`src/rtl/fetch_stage.sv`:
```
// fetch_stage: instruction fetch stage.
// Owns the word-indexed program counter and drives it to a combinational instruction memory.
// Each returned word is queued with its PC in a small FIFO, and decode drains that FIFO over valid/ready.
// A redirect from execute flushes the FIFO and reloads the PC.
// Optional feature macro: FETCH_HALT_EN.
//   When it is defined, fetching an all-ones word stops further fetches until a redirect or a reset.
//   When it is undefined, halted is always 0.
module fetch_stage #(
  parameter int                    PC_WIDTH    = 32,
  parameter int                    INSTR_WIDTH = 32,
  parameter logic [PC_WIDTH-1:0]   RESET_PC    = {PC_WIDTH{1'b0}},
  parameter int                    QUEUE_DEPTH = 2
) (
  input  logic                   clk,
  input  logic                   reset,
  output logic [PC_WIDTH-1:0]    program_counter,
  input  logic [INSTR_WIDTH-1:0] instruction,
  input  logic                   redirect_valid,
  input  logic [PC_WIDTH-1:0]    redirect_pc,
  output logic                   out_valid,
  output logic [INSTR_WIDTH-1:0] out_instruction,
  output logic [PC_WIDTH-1:0]    out_pc,
  input  logic                   out_ready,
  output logic                   halted
);

  localparam int PTR_W = (QUEUE_DEPTH > 1) ? $clog2(QUEUE_DEPTH) : 1;
  localparam int CNT_W = PTR_W + 1;
  localparam logic [CNT_W-1:0] DEPTH_C = CNT_W'(QUEUE_DEPTH);

  logic [PC_WIDTH-1:0]    pc_r;
  logic [CNT_W-1:0]       count_r;
  logic [PTR_W-1:0]       head_r;
  logic [PTR_W-1:0]       tail_r;
  logic                   halted_r;
  logic [PC_WIDTH-1:0]    pc_q_r    [QUEUE_DEPTH];
  logic [INSTR_WIDTH-1:0] instr_q_r [QUEUE_DEPTH];

  logic                   pop_s;
  logic                   push_s;
  logic                   halt_hit_s;
  logic                   nonempty_s;

  // Handshake decode: the full check uses the count at the start of the cycle, so a same-cycle pop never frees space.
  always_comb begin
    nonempty_s = (count_r != {CNT_W{1'b0}});
    pop_s      = nonempty_s & out_ready;
    push_s     = ~redirect_valid & ~halted_r & (count_r < DEPTH_C);
`ifdef FETCH_HALT_EN
    halt_hit_s = push_s & (instruction == {INSTR_WIDTH{1'b1}});
`else
    halt_hit_s = 1'b0;
`endif
  end

  // PC, FIFO pointers/count and halt flag; a redirect outranks both push and pop.
  always_ff @(posedge clk) begin
    if (reset) begin
      pc_r     <= RESET_PC;
      count_r  <= {CNT_W{1'b0}};
      head_r   <= {PTR_W{1'b0}};
      tail_r   <= {PTR_W{1'b0}};
      halted_r <= 1'b0;
    end else if (redirect_valid) begin
      pc_r     <= redirect_pc;
      count_r  <= {CNT_W{1'b0}};
      head_r   <= {PTR_W{1'b0}};
      tail_r   <= {PTR_W{1'b0}};
      halted_r <= 1'b0;
    end else begin
      if (push_s) begin
        pc_r   <= pc_r + PC_WIDTH'(1);
        tail_r <= tail_r + PTR_W'(1);
      end
      if (pop_s) begin
        head_r <= head_r + PTR_W'(1);
      end
      case ({push_s, pop_s})
        2'b10:   count_r <= count_r + CNT_W'(1);
        2'b01:   count_r <= count_r - CNT_W'(1);
        default: count_r <= count_r;
      endcase
      if (halt_hit_s) begin
        halted_r <= 1'b1;
      end
    end
  end

  // FIFO storage: write the fetched word and its PC at the tail; no reset needed because out_* is gated by the count.
  always_ff @(posedge clk) begin
    if (!reset && push_s) begin
      pc_q_r[tail_r]    <= pc_r;
      instr_q_r[tail_r] <= instruction;
    end
  end

  // Head presentation is driven from FIFO state only, and zeroes the payload when the FIFO is empty.
  always_comb begin
    out_valid       = nonempty_s;
    out_instruction = {INSTR_WIDTH{1'b0}};
    out_pc          = {PC_WIDTH{1'b0}};
    if (nonempty_s) begin
      out_instruction = instr_q_r[head_r];
      out_pc          = pc_q_r[head_r];
    end else begin
      out_instruction = {INSTR_WIDTH{1'b0}};
      out_pc          = {PC_WIDTH{1'b0}};
    end
  end

  assign program_counter = pc_r;
  assign halted          = halted_r;

endmodule
```
`config.mk`:
```
export PLATFORM = sky130hd
export DESIGN_NAME = fetch_stage
export DESIGN_NICKNAME = d
export VERILOG_FILES = /design/src/rtl/fetch_stage.sv
export SDC_FILE = /design/constraint.sdc
export NUM_CORES = 1
export LEC_CHECK = 0
export ABC_AREA = 1
export BUFFER_PORTS_ARGS = -buffer_cell sky130_fd_sc_hd__clkbuf_2
export CAP_MARGIN = 20
export CORE_ASPECT_RATIO = 1.25
export CORE_MARGIN = 2
export CORE_UTILIZATION = 54
export CTS_CLUSTER_DIAMETER = 30
export DETAILED_ROUTE_END_ITERATION = 10
export HOLD_SLACK_MARGIN = 0.06
export PLACE_DENSITY = 0.77
export SLEW_MARGIN = 40
export SYNTH_ARGS = -nofsm -noshare
export SYNTH_HDL_FRONTEND = slang
export SYNTH_SLANG_ARGS = --single-unit
```
`constraint.sdc`:
```
create_clock -name clk -period 8.7 [get_ports clk]
set_input_delay 1.305 -clock clk [delete_from_list [all_inputs] [get_ports clk]]
set_output_delay 1.305 -clock clk [all_outputs]
set_load 0.01 [all_outputs]
```
### After elaboration in Yosys (flattened, before gate mapping)

Memory sizes are Yosys's and may differ from the RTL's. A register that Yosys moved wholly into a read port is not among the register bits.
Cells that the tools add are included.

| word-level totals | value |
|---|---|
| bits in registers | 36 |
| bits in latches | 0 |
| memory bits (writable) | 128 |
| memory bits (read-only) | 0 |
| input port bits | 68 |
| memories | 2 |

Memory list:

| name | words | bits a word | rd ports | clocked after Yosys merged registers in | write ports | RTL line | text |
|---|---|---|---|---|---|---|---|
| instr_q_r | 2 | 32 | 1 | 1 | 1 | 37 | `logic [INSTR_WIDTH-1:0] instr_q_r [QUEUE_DEPTH];` |
| pc_q_r | 2 | 32 | 1 | 1 | 1 | 36 | `logic [PC_WIDTH-1:0] pc_q_r [QUEUE_DEPTH];` |

| operators by class | value |
|---|---|
| $add $sub $neg | 5 |
| multiply operators | 0 |
| divide/modulo/power cells | 0 |
| $lt $le $gt $ge | 1 |
| equal/unequal tests | 2 |
| shifts and indexed selects | 0 |
| mux-type cells | 11 |
| bitwise gates (word level) | 3 |
| reduce and logical (&&, ||, !) cells | 6 |

Operators with widths:

| operator | number |
|---|---|
| $mux W32 | 4 |
| $add A32 B1 Y32 const B | 1 |
| $mux W1 | 6 |
| $reduce_bool A2 Y1 | 3 |
| $pmux W2 S2 | 1 |
| $add A1 B1 Y1 const B | 2 |
| $add A2 B1 Y2 const B | 1 |
| $and A1 B1 Y1 | 2 |
| $eq A2 B1 Y1 const B | 1 |
| $eq A2 B2 Y1 const B | 1 |
| $lt A2 B2 Y1 const B | 1 |
| $reduce_or A2 Y1 | 1 |
| $sub A2 B1 Y2 const B | 1 |
| $logic_and A1 B1 Y1 | 1 |
| $logic_not A1 Y1 | 1 |
| $not A1 Y1 | 1 |

### Longest topological paths before layout

| depth | value |
|---|---|
| depth in word-level cells | 5 |
| gate-level depth with buffers | 10 |
| depth with buffers taken out | 10 |

### Worst setup path before layout

Ideal clock, no wire load.

| path | value |
|---|---|
| path kind | input to register |
| start | input redirect_valid |
| end | memory instr_q_r[0][0] (enable) |
| library setup time | 0.565 ns |
| data arrival time | 6.055 ns |
| slack | 2.080 ns |
| stages | 4 |
| buffers on the path | 1 |
| cells stage by stage | buf_2 inv_1 nand2_1 nor3_1 |

| between the ends | value |
|---|---|
| longest elaborated chain between the ends | 5 |

Ends and longest elaborated chain:

| item | RTL line | text |
|---|---|---|
| from (decl) | 18 | `input logic redirect_valid,` |
| $not A1 Y1 | 48 | `push_s = ~redirect_valid & ~halted_r & (count_r < DEPTH_C);` |
| $and A1 B1 Y1 | 48 |  |
| $logic_and A1 B1 Y1 | 91 | `if (!reset && push_s) begin` |
| $mux W1 | 91 |  |
| $mux W1 (not written as such) | 93 | `instr_q_r[tail_r] <= instruction;` |
| to (decl) | 37 |  |

Every way passes these cells.

==> reports/results.ini <==
[setup_path]
start_kind = flop
required_ns = 7.39
crit_arrival_ns = 2.19
crit_slowest_cell = inv_4
end_kind = primary output
path_max_fanout = 65
crit_path_max_incr_delay_ns = 0.57
crit_type = flop to primary output
crit_chain = buf_4, inv_4, nand2_1, a21oi_1, clkbuf_2

[yosys]
syn_inst = 769
synth-edff-count = 128
synth_top_area_share_pct = 52.5
synth_nets = 839
synth_top_family_by_area = simple AND/OR/NAND/NOR gates
synth_fa_ha_area_share_pct = 0.342
yosysMostFrequentCell = nand2_1
synth_compound_area_share_pct = 9.34
synth_mux_area_share_pct = 0
synthXorXnorAreaFrac_pct = 1.55
ys_seq_area_share_pct = 62.6
yosysTopAreaCell = edfxtp_1
synth-seq-cells = 165
syn_area_sq_um = 7320
synth_simple_gate_area_share_pct = 21.0
synth_warnings = 0
async_flop_share_pct = 0
synth_top_cells_by_area = edfxtp_1 52%, nand2_1 14%, dfxtp_1 10%, a21oi_1 6.3%, inv_1 2.9%
synthFlopType = edfxtp_1
synth_top_cells_by_count = 275 x nand2_1, 128 x edfxtp_1, 92 x a21oi_1
syn_avg_cell_area_sq_um = 9.52
ys_types = 32

[clock_tree]
postCtsSetupRepairBufs = 0
clk_path_buf_depth = 2
numCtsBuffers = 17
cts_tree = done
insertion_delay_ns = 0.43
ctsResizeCount = 0
clock-sinks = 165
cts.clk_slew.worst_paths_ns = 0.06
clockRootBuffer = clkbuf_16
hold_buffers = 0
htree_num_levels = 4

[finish]
fin_cells = 1107
area_growth_pct = 21.5
final_area_sq_um = 8900
num_antenna_cells = 0
utilization_pct = 67.3
nNetsFinal = 994
layout-drive-gt1-share_pct = 24.7

[place]
place_ws_ns = 5.24
place_area_sq_um = 8270
place_congestion = 0.898
dp_cells = 1076
io_buffers = 164
dp_hpwl_um = 10900

[die]
rows = 47
die_h_um = 134
start_util_pct = 55.4
die_w_um = 108
core-area_sq_um = 13200
io_pins = 166
dieArea_sq_um = 14500

[flow_run]
maxCapViolations = 0

[detailed_routing]
via_per_inst = 5.25
drc = 0
wire_per_inst_um = 15.2
dr.first_iter.drc_count = 357
dr.pass1.iters = 5
wirelength_um = 16800
final_antenna_net_count = 0
via_count = 5808

[outcome]
status = finished clean

[timing]
setup_viol = 0
min_period_over_period_pct = 40.2
hold_viol = 0
fin_ws_ns = 5.20
fin_skew_ns = 0.0119
slew_viol_final = 0
finalSetupTns_ns = 0
slew_headroom_pct = 52.5
fmax_mhz = 286
rsz0062_at_grt = false
worstMarginPinSlew_ns = 0.712
min_period_ns = 3.50

[power]
irDropWorstVdd_mv = 0.128
power.density_nw_per_um2 = 206
p_leak_nw = 3.68

[global_routing]
grt_start_max_net_pins = 66
grt_first_pass_wirelength_um = 25700
antenna_found_initial = 0
grt_util_all_layers_pct = 23.3
grt_pass1_vias = 5354
grt-ovfl-total = 0

[worst_hold_path]
min_path_type = flop to flop

## cells by family after synthesis
group | Yosys count
and+or+nand+nor | 366
DFF | 165
AOI/OAI and AO/OA | 129
buffers and inverters | 93
xor gates and xnor gates | 13
adders and majority gates | 2
other | 1
## layout by cell type (no fill, tap or decap), types with 4 or more instances in the layout
cell type    n
edfxtp_1   128
inv_6        4
clkbuf_16   17
o21ai_1      8
dfxtp_1     36
a21oi_1     92
nand3_1     20
a31oi_1      6
nand2_1    275
o21ai_0     14
a22o_1       6
nor2_1      42
xor2_1       9
bufinv_16    4
nand2_2      6
inv_1       57
xnor2_1      4
nor2_4      10
clkbuf_2   164
## worst paths after layout
| path | startpoint | endpoint | slack [ns] | cells past startpoint |
|---|---|---|---|---|
| max | flop | out_pc[13] | 5.20 | 5 |
| min | head_r | head_r | 0.51 | 2 |
| max reg2reg | count_r[1] | count_r[1] | 6.43 | 11 |
| min reg2reg | head_r | head_r | 0.51 | 2 |
## worst max-delay path: cells and delay by family, from the launching register on
family                 cells  cell delay (ns)
and+or+nand+nor            1             0.10
AOI/OAI and AO/OA          1             0.27
buffers and inverters      3             1.07
DFF                        1             0.31
## state kept, by name (all words and copies together) (netlist names), named ones only
register,cells
count_r,2
head_r,1
pc_q_r,64
instr_q_r,64
program_counter,32
tail_r,1
## power breakdown
part	leakage, nW	switching [W]	internal (W)
sequential	1.50	0.0000256	0.000882
clock	0.297	0.000304	0.000482
combinational	1.89	0.0000857	0.0000498
total	3.68	0.000415	0.00141
## per-stage QoR
step | total power [W] | hold WS [ns]
after floorplan | 0.000998 | 0.461
after global placement | 0.00106 | 0.474
after detailed placement | 0.00106 | 0.481
after CTS | 0.00184 | 0.501
after global routing | 0.00189 | 0.535
final | 0.00183 | 0.507
## routing by layer
| layer | part of all wire, % | track usage [%] | wire length, um | up-vias |
|---|---|---|---|---|
| met3 | 5.8 | 4.62 | 968 | 25 |
| met4 | 2.1 | 9.54 | 355 | 0 |
| met1 | 41 | 29.1 | 6890 | 2709 |
| met5 | 0 | 0 | 0 | - |
| li1 | - | - | - | 2855 |
| met2 | 51 | 39.8 | 8620 | 219 |
## layout make-up
| class | instances | area (sq um) |
|---|---|---|
| clock buffer | 17 | 425 |
| clock inverter | 14 | 200 |
| fill | 1103 | 4330 |
| inverter | 60 | 228 |
| multi-input combinational | 511 | 2380 |
| sequential | 165 | 4590 |
| tap | 171 | 214 |
| timing repair buffer | 169 | 866 |
(Power assumes the default switching activity.)
